## config.mk

```make
export PLATFORM = sky130hd
export DESIGN_NAME = tile_feeder
export DESIGN_NICKNAME = d
export VERILOG_FILES = /design/src/rtl/systolic_pkg.sv /design/src/rtl/skew_mux.sv /design/src/rtl/tile_feeder.sv
export SDC_FILE = /design/constraint.sdc
export NUM_CORES = 1
export LEC_CHECK = 0
export CORE_MARGIN = 8
export CORE_UTILIZATION = 52
export CTS_CLUSTER_SIZE = 10
export DETAILED_ROUTE_END_ITERATION = 16
export GPL_TIMING_DRIVEN = 1
export PLACE_DENSITY = 0.76
export RECOVER_POWER = 50
export SYNTH_ARGS = -nofsm -noshare
export SYNTH_HDL_FRONTEND = slang
export SYNTH_SLANG_ARGS = --single-unit
```

## constraint.sdc

```tcl
create_clock -name clk -period 5.5 [get_ports clk]
set_clock_uncertainty 0.2 [all_clocks]
set_input_delay 0.825 -clock clk [delete_from_list [all_inputs] [get_ports clk]]
set_output_delay 0.825 -clock clk [all_outputs]
set_load 0.02 [all_outputs]
```

## src/rtl/systolic_pkg.sv

```systemverilog
// Shared definitions for the systolic tile feeder.
// Holds the default element width and tile size, the feeder FSM encoding and
// helpers that size the beat, step and flush counters.
package systolic_pkg;

   localparam int DATA_WIDTH_DEF = 8;
   localparam int N_DEF          = 4;

   typedef enum logic [1:0] {
      ST_LOAD   = 2'd0,
      ST_STREAM = 2'd1,
      ST_FLUSH  = 2'd2
   } feed_state_e;

   // Width of a counter that must hold 0..n-1 (at least one bit).
   function automatic int cnt_w(input int n);
      return (n > 1) ? $clog2(n) : 1;
   endfunction

   // Width of the streaming step counter: steps run 0..2n-2.
   function automatic int step_w(input int n);
      return $clog2(2 * n);
   endfunction

endpackage

```

## src/rtl/skew_mux.sv

```systemverilog
// One output lane of the tile feeder.
// Picks element LANE of column (t - LANE) at step t, or zero when that column
// lies outside the tile; this produces the diagonal skew across lanes.
//   row_i  : element LANE of every tile column, indexed by column
//   t_i    : streaming step being issued
//   lane_o : data for this lane at step t_i
module skew_mux
   import systolic_pkg::*;
#(
   parameter int DATA_WIDTH = DATA_WIDTH_DEF,
   parameter int N          = N_DEF,
   parameter int LANE       = 0,
   parameter int STEP_W     = step_w(N)
) (
   input  logic [N-1:0][DATA_WIDTH-1:0] row_i,
   input  logic [STEP_W-1:0]            t_i,
   output logic [DATA_WIDTH-1:0]        lane_o
);

   // Compare against every legal (LANE + column) value instead of subtracting,
   // so no out-of-range column index is ever formed.
   always_comb begin
      lane_o = '0;
      for (int c = 0; c < N; c++) begin
         if (t_i == STEP_W'(LANE + c)) lane_o = row_i[c];
      end
   end

endmodule

```

## src/rtl/tile_feeder.sv

```systemverilog
// Tile feeder for an N-lane systolic array.
// Loads an NxN tile one column per beat, then streams it diagonally skewed
// over 2N-1 steps followed by FLUSH zero cycles. All outputs are registered.
//   clk, rst           : clock, asynchronous active-high reset
//   s_valid/s_ready    : column beat handshake (ready only while loading)
//   s_data             : one tile column, element i in slice i
//   stall              : downstream hold, takes effect on the next cycle
//   out_valid/out_data : shared lane shift-enable and per-lane data
//   tile_done          : pulse on the last issued flush cycle
module tile_feeder
   import systolic_pkg::*;
#(
   parameter int DATA_WIDTH = DATA_WIDTH_DEF,
   parameter int N          = N_DEF,
   parameter int FLUSH      = N + 1
) (
   input  logic                    clk,
   input  logic                    rst,
   input  logic                    s_valid,
   output logic                    s_ready,
   input  logic [N*DATA_WIDTH-1:0] s_data,
   input  logic                    stall,
   output logic                    out_valid,
   output logic [N*DATA_WIDTH-1:0] out_data,
   output logic                    tile_done
);

   localparam int STEP_W = step_w(N);
   localparam int BEAT_W = cnt_w(N);
   localparam int FL_W   = cnt_w(FLUSH);

   feed_state_e                              state_q, state_d;
   logic [BEAT_W-1:0]                        beat_q, beat_d;
   logic [STEP_W-1:0]                        t_q, t_d;
   logic [FL_W-1:0]                          fl_q, fl_d;
   logic [N-1:0][N-1:0][DATA_WIDTH-1:0]      mem_q, mem_d;   // [column][element]
   logic                                     ov_q, ov_d;
   logic                                     done_q, done_d;
   logic [N-1:0][DATA_WIDTH-1:0]             out_data_q, out_data_d;
   logic [N-1:0][DATA_WIDTH-1:0]             lane_data;
   logic                                     ld_data, zero_data;

   // t_q / fl_q name the step most recently issued; an issue edge computes
   // the following step and registers its data so outputs never see stall
   // or s_valid combinationally.
   always_ff @(posedge clk or posedge rst) begin
      if (rst) begin
         state_q    <= ST_LOAD;
         beat_q     <= '0;
         t_q        <= '0;
         fl_q       <= '0;
         mem_q      <= '0;
         ov_q       <= 1'b0;
         done_q     <= 1'b0;
         out_data_q <= '0;
      end else begin
         state_q    <= state_d;
         beat_q     <= beat_d;
         t_q        <= t_d;
         fl_q       <= fl_d;
         mem_q      <= mem_d;
         ov_q       <= ov_d;
         done_q     <= done_d;
         out_data_q <= out_data_d;
      end
   end

   always_comb begin
      state_d   = state_q;
      beat_d    = beat_q;
      t_d       = t_q;
      fl_d      = fl_q;
      mem_d     = mem_q;
      ov_d      = 1'b0;
      done_d    = 1'b0;
      ld_data   = 1'b0;
      zero_data = 1'b0;
      unique case (state_q)
         ST_LOAD: begin
            if (s_valid) begin
               for (int c = 0; c < N; c++) begin
                  if (beat_q == BEAT_W'(c)) mem_d[c] = s_data;
               end
               if (beat_q == BEAT_W'(N - 1)) begin
                  // Step 0 issues right after the last beat lands; it reads
                  // mem_d so the just-written column is visible.
                  state_d = ST_STREAM;
                  beat_d  = '0;
                  t_d     = '0;
                  ov_d    = 1'b1;
                  ld_data = 1'b1;
               end else begin
                  beat_d = beat_q + BEAT_W'(1);
               end
            end
         end
         ST_STREAM: begin
            if (!stall) begin
               ov_d    = 1'b1;
               ld_data = 1'b1;
               if (t_q == STEP_W'(2 * N - 2)) begin
                  state_d   = ST_FLUSH;
                  fl_d      = '0;
                  zero_data = 1'b1;
                  done_d    = (FLUSH == 1);
               end else begin
                  t_d = t_q + STEP_W'(1);
               end
            end
         end
         ST_FLUSH: begin
            if (fl_q == FL_W'(FLUSH - 1)) begin
               // Last flush cycle already issued: leave regardless of stall.
               state_d   = ST_LOAD;
               t_d       = '0;
               fl_d      = '0;
               ld_data   = 1'b1;
               zero_data = 1'b1;
            end else if (!stall) begin
               ov_d      = 1'b1;
               ld_data   = 1'b1;
               zero_data = 1'b1;
               fl_d      = fl_q + FL_W'(1);
               done_d    = (fl_d == FL_W'(FLUSH - 1));
            end
         end
         default: state_d = ST_LOAD;
      endcase
   end

   // Lane muxes look at the next step and the tile as it will be after
   // this edge.
   for (genvar g = 0; g < N; g++) begin : g_lane
      logic [N-1:0][DATA_WIDTH-1:0] row;
      always_comb begin
         for (int c = 0; c < N; c++) row[c] = mem_d[c][g];
      end
      skew_mux #(
         .DATA_WIDTH (DATA_WIDTH),
         .N          (N),
         .LANE       (g),
         .STEP_W     (STEP_W)
      ) u_mux (
         .row_i  (row),
         .t_i    (t_d),
         .lane_o (lane_data[g])
      );
   end

   // Data is held whenever nothing is issued (stall or load).
   always_comb begin
      out_data_d = out_data_q;
      if (ld_data) out_data_d = zero_data ? '0 : lane_data;
   end

   assign s_ready   = (state_q == ST_LOAD);
   assign out_valid = ov_q;
   assign out_data  = out_data_q;
   assign tile_done = done_q;

endmodule

```

==> flow_summary_export.csv <==
group,metric,value,unit
synthesis,synth_compound_area_share,12.2,%
die,die_w,140,microns
die,start_util,53.2,%
placement,portBuffers,70,
cells_and_area,drive_above_1_share,25.8,%
power,total_leakage_power,0.00415,uW
synthesis,syn_inst,617,
sta,finalCriticalPeriod,4.07,ns
setup_path,end_kind,"async pin",
cts,cts_root_buf,"clkbuf_16",
die,ios,71,
global_routing,grt_start_max_net_pins,130,
setup_path,path_class,"in2async",
synthesis,synth_top_family_by_area,"multiplexers",
global_routing,grt_usage,19.6,%
synthesis,synth_top_area_share,53.5,%
global_routing,gr-total-overflow,0,
cells_and_area,fin_cells,875,
cts,cts.path.max_buffers,2,
setup_path,crit_chain,"dlygate4sd3_1 -> clkinvlp_2 -> clkbuf_4",
drt,vias,5285,
sta,worst_slew_margin_rel,-28.5,%
synthesis,synth_most_common_cell,"dfrtp_1",
setup_path,max_stage_delay,1.46,ns
cts,cts_hold_buf,0,
drt,ant_nets,0,
run_status,status,"finished, violations left",
drt,vias_per_cell,6.04,
sta,worst_pin_slew,1.92,ns
global_routing,antenna_found_initial,0,
placement,placed_cells,844,
cts,path_clk_slew,0.06,ns
sta,period_share,74.0,%
cts,cts_inserted_buffers,17,
power,ir_worst_vdd,368,uV
synthesis,async_flop_share,100,%
cells_and_area,area_delta_synth_final,17.8,%
die,core_area,15100,sq um
placement,gp_congestion,0.768,
global_routing,grt_pass1_vias,5780,
cells_and_area,nNetsFinal,724,
die,die_h,140,microns
synthesis,synth_top_cell_by_area,"dfrtp_1",
synthesis,ys_top_cells_by_area,"dfrtp_1 53%, mux2_2 19%, mux2i_1 4.1%, ha_1 2.0%, a21oi_1 1.7%",
synthesis,synth_edf_count,0,
synthesis,synthAdderAreaFrac,2.02,%
global_routing,grt_pass1_wl,30800,microns
drt,wl_per_cell,20.9,microns
cts,cts_sinks,172,
min_path,worstHoldPathType,"reg2reg",
placement,place_hpwl,11400,microns
synthesis,yosysUniqueCellTypes,51,
cts,cts_tree,"built",
power,power_density,623,nW/um^2
setup_path,slowest_stage,"clkbuf_4",
synthesis,yosys_warnings,0,
cts,cts_setup_buffers,0,
synthesis,synth-xor-area-share,0,%
die,rows,45,
synthesis,syn-num-nets,666,
cts,postCtsResizedCells,0,
drt,drc,0,
sta,rsz0062_at_grt,"no",
cts,cts_max_level,4,
setup_path,cp-start-kind,"primary input",
cts,clk_latency,0.42,ns
sta,finalHoldViolCount,0,
synthesis,synth_simple_gate_area_share,4.90,%
setup_path,required,5.51,ns
sta,fmax,0.246,GHz
synthesis,muxShareOfSynthArea,23.5,%
setup_path,cp.arrival,4.08,ns
flow_run,cap_viol_max_count,2,
sta,setup_viol,0,
die,dieArea,19700,sq um
drt,wirelength,18300,microns
setup_path,critPathMaxFanout,129,
synthesis,ys_seq_area_share,53.5,%
drt,drtPass1Iterations,4,
synthesis,synth_ff_type,"dfrtp_1",
drt,drt_iter0_drc,365,
sta,fin_setup_tns,0,ns
synthesis,synth_commonest_cells,"172 x dfrtp_1, 139 x mux2_2, 33 x mux2i_1",
synthesis,syn_area_per_cell,13.0,sq um
sta,slew_viol_final,175,
cells_and_area,num_antenna_cells,0,
synthesis,syn_area,8050,sq um
synthesis,ys_seq_elements,172,
run_status,violations,"capacitance limit, slew limit",
==> cells in the final DEF (no fill, tap or decap), drive strengths merged, types with 2 or more instances in the layout <==
cell             n
a32o             8
inv             13
o21a             8
clkdlybuf4s50   41
clkinvlp         2
nand2           25
a221oi           9
or2              3
a21boi          10
bufinv           6
o21ai           37
a221o            8
dlygate4sd3     29
mux2i           33
dfrtp          172
o31ai            9
nor2             3
ha              13
and3             2
nand3           21
mux2           139
a21oi           27
clkbuf          19
clkinv           7
nand3b           9
a211oi           9
buf              9
==> registers in the layout, indices dropped and copies added, names as in the netlist <==
register   count
beat_q         2
mem_q        128
t_q            3
tile_done      1
out_valid      1
state_q        2
out_data      32
fl_q           3
==> critical path: cells and delay by family <==
kind                   cells  cell delay, ns
buffers and inverters      3            3.09
==> cell type report <==
| type | count | area [sq um] |
|---|---|---|
| Clock buffer | 18 | 439 |
| Fill cell | 1147 | 5660 |
| Inverter | 15 | 58.8 |
| Tap cell | 188 | 235 |
| Multi-Input combinational cell | 389 | 3450 |
| Sequential cell | 172 | 4300 |
| Clock inverter | 13 | 221 |
| Timing Repair Buffer | 80 | 776 |
==> report_power, final <==
part | switching, uW | internal (uW)
Sequential | 191 | 1840
Clock | 479 | 857
Combinational | 1400 | 1150
Total | 2060 | 3840
==> metrics by stage <==
step	utilization [%]	total power, uW	hold WS, ns	setup slack (ns)	instance area [sq um]
floorplan	-	4000	0.266	2.28	8050
global placement	58.4	4500	0.274	1.30	8840
detailed placement	58.4	4640	0.282	1.23	8840
CTS	62.8	6000	0.296	1.67	9510
global route	62.6	6270	0.303	0.858	9490
finish	62.6	5910	0.283	1.43	9490
==> cells by family after synthesis <==
group / Yosys count
mux: 172
buf+inv: 56
compound gates: 134
flops: 172
fa+ha+maj: 13
simple gates: 70
==> worst paths after layout <==
kind / endpoint / start / cells past startpoint / slack [ns]
max: mem_q[64] / rst / 3 / 1.43
min: mem_q[97] / mem_q[97] / 1 / 0.28
max reg2reg: out_data[28] / state_q[0] / 10 / 1.75
min reg2reg: mem_q[97] / mem_q[97] / 1 / 0.28
max in group clk: out_data[28] / s_valid / 9 / 1.43
min in group asynchronous: mem_q[50] / rst / 2 / 1.14
==> routing by layer <==
metal | GRT usage, % | wire length [microns] | vias up
met1 | 24.1 | 7870 | 2761
met3 | 5.30 | 949 | 15
met5 | 0 | 0 | -
li1 | - | - | 2383
met4 | 6.34 | 165 | 0
met2 | 33.1 | 9350 | 126
(Power assumes the default switching activity.)
